### config.mk
export PLATFORM = sky130hd
export DESIGN_NAME = apb_master_arbiter
export DESIGN_NICKNAME = d
export VERILOG_FILES = /design/src/rtl/apb_master_arbiter.sv
export SDC_FILE = /design/constraint.sdc
export NUM_CORES = 1
export LEC_CHECK = 0
export ABC_CLOCK_PERIOD_IN_PS = 2900
export CAP_MARGIN = 5
export CORE_MARGIN = 1.5
export CORE_UTILIZATION = 40
export CTS_CLUSTER_SIZE = 8
export DETAILED_ROUTE_END_ITERATION = 16
export HOLD_SLACK_MARGIN = 0.12
export PLACE_DENSITY = 0.74
export SYNTH_ARGS = -nofsm -noshare
export SYNTH_HDL_FRONTEND = slang
export SYNTH_SLANG_ARGS = --single-unit
### constraint.sdc
create_clock -name pclk_i -period 2.9 [get_ports pclk_i]
set_input_delay 0.58 -clock pclk_i [delete_from_list [all_inputs] [get_ports pclk_i]]
set_output_delay 0.58 -clock pclk_i [all_outputs]
set_load 0.03 [all_outputs]
### src/rtl/apb_master_arbiter.sv
// ---------------------------------------------------------------------------
// apb_master_arbiter
//   Two-requester APB master for the I2C register map. Requesters are
//   arbitrated round-robin. Each grant runs one APB SETUP/ACCESS transfer.
//   The winner then receives a one-cycle done pulse, its error flag and, on a
//   read, the sampled read data. The wait on pready is bounded by a timeout
//   (TIMEOUT = 0 disables the timeout).
//
//   Ports
//     pclk_i, preset_ni        clock, asynchronous active-low reset
//     reqN_valid_i             request pending (fields held stable until accepted)
//     reqN_write_i/addr/wdata  request direction, address and write data
//     reqN_ready_o             combinational accept strobe (IDLE, granted N only)
//     reqN_done_o/err_o        registered completion pulse, err = timeout abort
//     reqN_rdata_o             read data, updated with done on reads, else held
//     paddr_o/pwrite_o/pwdata_o/psel_o/penable_o   registered APB request
//     prdata_i/pready_i        APB response
//
//   state  | meaning
//   IDLE   | no transfer; grant and accept a requester
//   SETUP  | APB setup phase, psel=1 penable=0 (one cycle)
//   ACCESS | APB access phase, psel=1 penable=1, wait for pready or timeout
// ---------------------------------------------------------------------------
module apb_master_arbiter #(
    parameter int DATA_WIDTH = 8,
    parameter int ADDR_WIDTH = 8,
    parameter int TIMEOUT    = 16
) (
    input  logic                  pclk_i,
    input  logic                  preset_ni,

    input  logic                  req0_valid_i,
    input  logic                  req0_write_i,
    input  logic [ADDR_WIDTH-1:0] req0_addr_i,
    input  logic [DATA_WIDTH-1:0] req0_wdata_i,
    output logic                  req0_ready_o,
    output logic                  req0_done_o,
    output logic                  req0_err_o,
    output logic [DATA_WIDTH-1:0] req0_rdata_o,

    input  logic                  req1_valid_i,
    input  logic                  req1_write_i,
    input  logic [ADDR_WIDTH-1:0] req1_addr_i,
    input  logic [DATA_WIDTH-1:0] req1_wdata_i,
    output logic                  req1_ready_o,
    output logic                  req1_done_o,
    output logic                  req1_err_o,
    output logic [DATA_WIDTH-1:0] req1_rdata_o,

    output logic [ADDR_WIDTH-1:0] paddr_o,
    output logic                  pwrite_o,
    output logic [DATA_WIDTH-1:0] pwdata_o,
    output logic                  psel_o,
    output logic                  penable_o,
    input  logic [DATA_WIDTH-1:0] prdata_i,
    input  logic                  pready_i
);

    typedef enum logic [1:0] {
        ST_IDLE   = 2'd0,
        ST_SETUP  = 2'd1,
        ST_ACCESS = 2'd2
    } state_e;

    // Last low-pready count value before abort; unused when TIMEOUT == 0.
    localparam logic [7:0] TO_LAST = (TIMEOUT > 0) ? 8'(TIMEOUT - 1) : 8'd0;

    state_e                state_q, state_d;
    logic                  rr_q, rr_d;          // 0 favours req0, 1 favours req1
    logic                  owner_q, owner_d;
    logic                  write_q, write_d;
    logic [ADDR_WIDTH-1:0] addr_q, addr_d;
    logic [DATA_WIDTH-1:0] wdata_q, wdata_d;
    logic                  psel_q, psel_d;
    logic                  penable_q, penable_d;
    logic [7:0]            tcnt_q, tcnt_d;
    logic                  done0_q, done0_d;
    logic                  done1_q, done1_d;
    logic                  err0_q, err0_d;
    logic                  err1_q, err1_d;
    logic [DATA_WIDTH-1:0] rdata0_q, rdata0_d;
    logic [DATA_WIDTH-1:0] rdata1_q, rdata1_d;

    logic grant1;
    logic accept0;
    logic accept1;
    logic complete;
    logic abort;
    logic xfer_end;

    // Arbitration and handshake strobes
    always_comb begin
        grant1   = req1_valid_i & (~req0_valid_i | rr_q);
        accept0  = (state_q == ST_IDLE) & req0_valid_i & ~grant1;
        accept1  = (state_q == ST_IDLE) & grant1;
        complete = (state_q == ST_ACCESS) & pready_i;
        abort    = (state_q == ST_ACCESS) & ~pready_i & (TIMEOUT != 0) & (tcnt_q == TO_LAST);
        xfer_end = complete | abort;
    end

    assign req0_ready_o = accept0;
    assign req1_ready_o = accept1;

    // Next state, latched request fields and registered bus outputs
    always_comb begin
        state_d   = state_q;
        owner_d   = owner_q;
        write_d   = write_q;
        addr_d    = addr_q;
        wdata_d   = wdata_q;
        tcnt_d    = tcnt_q;

        unique case (state_q)
            ST_IDLE: begin
                if (accept0) begin
                    owner_d = 1'b0;
                    write_d = req0_write_i;
                    addr_d  = req0_addr_i;
                    wdata_d = req0_wdata_i;
                    state_d = ST_SETUP;
                end else if (accept1) begin
                    owner_d = 1'b1;
                    write_d = req1_write_i;
                    addr_d  = req1_addr_i;
                    wdata_d = req1_wdata_i;
                    state_d = ST_SETUP;
                end
            end
            ST_SETUP: begin
                tcnt_d  = 8'd0;
                state_d = ST_ACCESS;
            end
            ST_ACCESS: begin
                if (xfer_end) begin
                    state_d = ST_IDLE;
                end else if (tcnt_q != 8'hFF) begin
                    // saturate so TIMEOUT=0 waits forever without wrap-around
                    tcnt_d = tcnt_q + 8'd1;
                end
            end
            default: state_d = ST_IDLE;
        endcase

        psel_d    = (state_d != ST_IDLE);
        penable_d = (state_d == ST_ACCESS);
    end

    // Completion reporting and round-robin update
    always_comb begin
        done0_d  = xfer_end & ~owner_q;
        done1_d  = xfer_end &  owner_q;
        err0_d   = abort & ~owner_q;
        err1_d   = abort &  owner_q;
        rdata0_d = rdata0_q;
        rdata1_d = rdata1_q;
        if (complete & ~write_q) begin
            if (owner_q) rdata1_d = prdata_i;
            else         rdata0_d = prdata_i;
        end
        // A lone requester always wins, so flipping only after the favoured
        // requester's own transfer cannot starve either side.
        rr_d = (xfer_end && (owner_q == rr_q)) ? ~rr_q : rr_q;
    end

    always_ff @(posedge pclk_i or negedge preset_ni) begin
        if (!preset_ni) begin
            state_q   <= ST_IDLE;
            rr_q      <= 1'b0;
            owner_q   <= 1'b0;
            write_q   <= 1'b0;
            addr_q    <= '0;
            wdata_q   <= '0;
            psel_q    <= 1'b0;
            penable_q <= 1'b0;
            tcnt_q    <= 8'd0;
            done0_q   <= 1'b0;
            done1_q   <= 1'b0;
            err0_q    <= 1'b0;
            err1_q    <= 1'b0;
            rdata0_q  <= '0;
            rdata1_q  <= '0;
        end else begin
            state_q   <= state_d;
            rr_q      <= rr_d;
            owner_q   <= owner_d;
            write_q   <= write_d;
            addr_q    <= addr_d;
            wdata_q   <= wdata_d;
            psel_q    <= psel_d;
            penable_q <= penable_d;
            tcnt_q    <= tcnt_d;
            done0_q   <= done0_d;
            done1_q   <= done1_d;
            err0_q    <= err0_d;
            err1_q    <= err1_d;
            rdata0_q  <= rdata0_d;
            rdata1_q  <= rdata1_d;
        end
    end

    // The latched fields are only loaded on accept, so they stay stable on
    // the bus for the whole SETUP/ACCESS span.
    assign paddr_o      = addr_q;
    assign pwrite_o     = write_q;
    assign pwdata_o     = wdata_q;
    assign psel_o       = psel_q;
    assign penable_o    = penable_q;
    assign req0_done_o  = done0_q;
    assign req1_done_o  = done1_q;
    assign req0_err_o   = err0_q;
    assign req1_err_o   = err1_q;
    assign req0_rdata_o = rdata0_q;
    assign req1_rdata_o = rdata1_q;

endmodule

==> metrics <==
Worst Skew around 0.0094 ns; dpl hpwl 3730 um; gr ovfl total 0; Core Footprint about 5500 um^2; syn nets ~240; Synth area leaders dfrtp_1 (56%), mux2_2 (8.0%), nand2_1 (5.5%); Via Count about 1,800; TritonCTS clock tree built; Layout area overhead 47.8%; largest area contributor in the netlist dfrtp_1; fill cell count 468; Post-CTS Setup Bufs 0; routed vias/inst between 5 and 6; vias in the first global route about 1,900; setup violators final 0; Syn Area/Cell approximately 12 um^2; min Tclk post-route between 2 and 3 ns; #FFs+latches synth a little over 50; largest net degree at the start of global routing 24; CTS H-tree depth 2; FMAX 0.397 GHz; CP arrival approximately 1.9 ns; sequential element share of the synthesized area 56.3%; crit path kind in -> out; FP Rows 27; status finished, final reports clean; GPL Wtd Cong roughly 0.76; setup TNS 0 ns; mapped cell area 2270 um^2; CTS Sinks between 50 and 60; post-route ant nets 0; Worst EP required between 2 and 2.5 ns; All-Layer GR Usage between 10% and 20%; Initial Util roughly two fifths; first-pass GRT wire length around 8600 um; RSZ-0062 raised after global routing false; share of layout cells above drive strength 1 between 10% and 20%; CP Max Fanout 3; antenna violations before repair 0; drt first-iter violations 46; number of max-slew violations in the final report 0; Synthesis Warnings 0; wire per inst between 10 and 15 um; count of different cell masters after synthesis 39; I/O pin cnt 88; # Max-Cap Violations 0; # port buffers 87; Final nets about 330; Post-DP Area 3210 um^2; fin crit share 86.8%; DRT Wirelength between 5000 and 6000 um; CP Capture Type output pin; share of the synthesized area in the top cell type 56.3%; Pleak around 1.5 nW; Die Footprint 6130 um^2; final core occ 61.2%; Num CTS Buffers 5; hold-fix buffers at CTS 0; Root Buffer clkbuf_8; Max Root-Sink Buffers 2; Finished Cell Area about 3300 um^2; HP Class in -> async; maximum vdd drop around 540 uV; Pwr Density about 1100 nW/um^2; synthesized instance count between 150 and 200; clock slew at reported path FFs ~0.090 ns; Skew-Pair Late Insertion Delay between 0.3 and 0.4 ns; cells resized by post-CTS repair 0; Die Wd 78.3 um; DRC 0; endpoints failing hold 0; Die Y approximately 78 um; Ant. Diodes 0; drt first pass iters 4; worst slew pin tran about 0.57 ns; Slew HR between 60 and 70%; Setup crit start kind input port
[placed cells by master, fill, tap and decap left out, types with 2 or more instances in the layout]
| master | instances |
|---|---|
| nand2_1 | 33 |
| a22oi_1 | 13 |
| a211oi_1 | 2 |
| inv_2 | 2 |
| mux2i_1 | 6 |
| buf_4 | 7 |
| o21ai_1 | 5 |
| o21ai_0 | 2 |
| a22o_1 | 4 |
| nand4_1 | 3 |
| a21boi_0 | 2 |
| and3_1 | 5 |
| clkdlybuf4s50_1 | 84 |
| nor2_1 | 6 |
| a311oi_1 | 2 |
| a31oi_1 | 2 |
| clkbuf_8 | 5 |
| bufinv_16 | 2 |
| nor2b_1 | 6 |
| nand2b_1 | 5 |
| a21oi_1 | 3 |
| dfrtp_1 | 51 |
| mux2_2 | 16 |
| a21o_1 | 3 |
[critical path: stages]
cell and delay (ns):
clkdlybuf4s50_1 0.54, or3b_2 0.48, a21oi_2 0.15, buf_4 0.18
[cell usage after synthesis, drive strengths merged]
cell      n
dfrtp    51
nand2    33
mux2     16
a22oi    13
o21ai     7
mux2i     6
nor2      6
nor2b     6
and3      5
buf       5
nand2b    5
a21oi     4
a22o      4
clkbuf    4
a21o      3
inv       3
nand4     3
a211oi    2
a21boi    2
a311oi    2
a31oi     2
nor4b     2
a2111oi   1
a41oi     1
and2      1
ha        1
nand3     1
nand4b    1
nor3      1
nor3b     1
nor4      1
o21a      1
or3b      1
or4       1
[per-layer routing]
| layer | wire [um] | up-vias | GRT usage [%] |
|---|---|---|---|
| met2 | 2510 | 60 | 30.2 |
| met5 | 0 | - | 0 |
| li1 | - | 883 | - |
| met4 | 55 | 0 | 4.82 |
| met1 | 2110 | 877 | 21.6 |
| met3 | 346 | 6 | 6.05 |
[path summary, 6_finish.rpt]
kind,to,cells after the start,start,slack [ns]
max in group asynchronous,tcnt_q[6],2,preset_ni,2.11
min reg2reg,pwdata_o[0],2,pwdata_o[0],0.48
max,req0_ready_o,4,req0_valid_i,0.38
min in group pclk_i,pwdata_o[0],2,pwdata_o[0],0.48
max reg2reg,req0_rdata_o[2],3,state_q[0],0.91
min,paddr_o[3],1,preset_ni,0.17
[power breakdown]
group          switching, mW  leakage [nW]  internal [mW]  total, mW
clock                  0.243        0.0703          0.350      0.593
sequential             0.231         0.643          0.994       1.22
combinational          0.939         0.753          0.773       1.71
total                   1.41          1.47           2.12       3.53
[registers in the layout (all words and copies together), names as in the netlist]
name	cells
owner_q	1
psel_o	1
tcnt_q	8
pwrite_o	1
pwdata_o	8
state_q	2
rr_q	1
req0_err_o	1
req1_done_o	1
req0_done_o	1
req1_rdata_o	8
paddr_o	8
req0_rdata_o	8
penable_o	1
req1_err_o	1
[kinds of logic (layout without fill, tap and decap cells)]
| logic type | after synthesis | in the layout | synth area share [%] |
|---|---|---|---|
| buf+inv | 12 | 103 | 2.48 |
| simple gates | 68 | 68 | 16.0 |
| mux | 22 | 22 | 10.6 |
| compound gates | 42 | 42 | 14.0 |
| flops | 51 | 51 | 56.3 |
| fa+ha+maj | 1 | 1 | 0.552 |
[per-stage QoR]
stage	hold WS (ns)	worst slack [ns]	cells	power, mW
2_1_floorplan	0.284	0.823	196	2.24
3_3_place_gp	0.458	0.387	351	2.93
3_5_place_dp	0.461	0.368	351	2.97
4_1_cts	0.174	0.360	359	3.57
5_1_grt	0.185	0.306	359	3.74
6_report	0.169	0.382	359	3.53
[final cells by class]
type	count	area, um^2	area share (%)
Clock buffer	5	68.8	2.05
Clock inverter	3	71.3	2.13
Inverter	3	11.3	0.336
Multi-Input combinational cell	133	933	27.9
Sequential cell	51	1280	38.1
Tap cell	72	90.1	2.69
Timing Repair Buffer	92	898	26.8
Power figures use the tool's default switching activity.
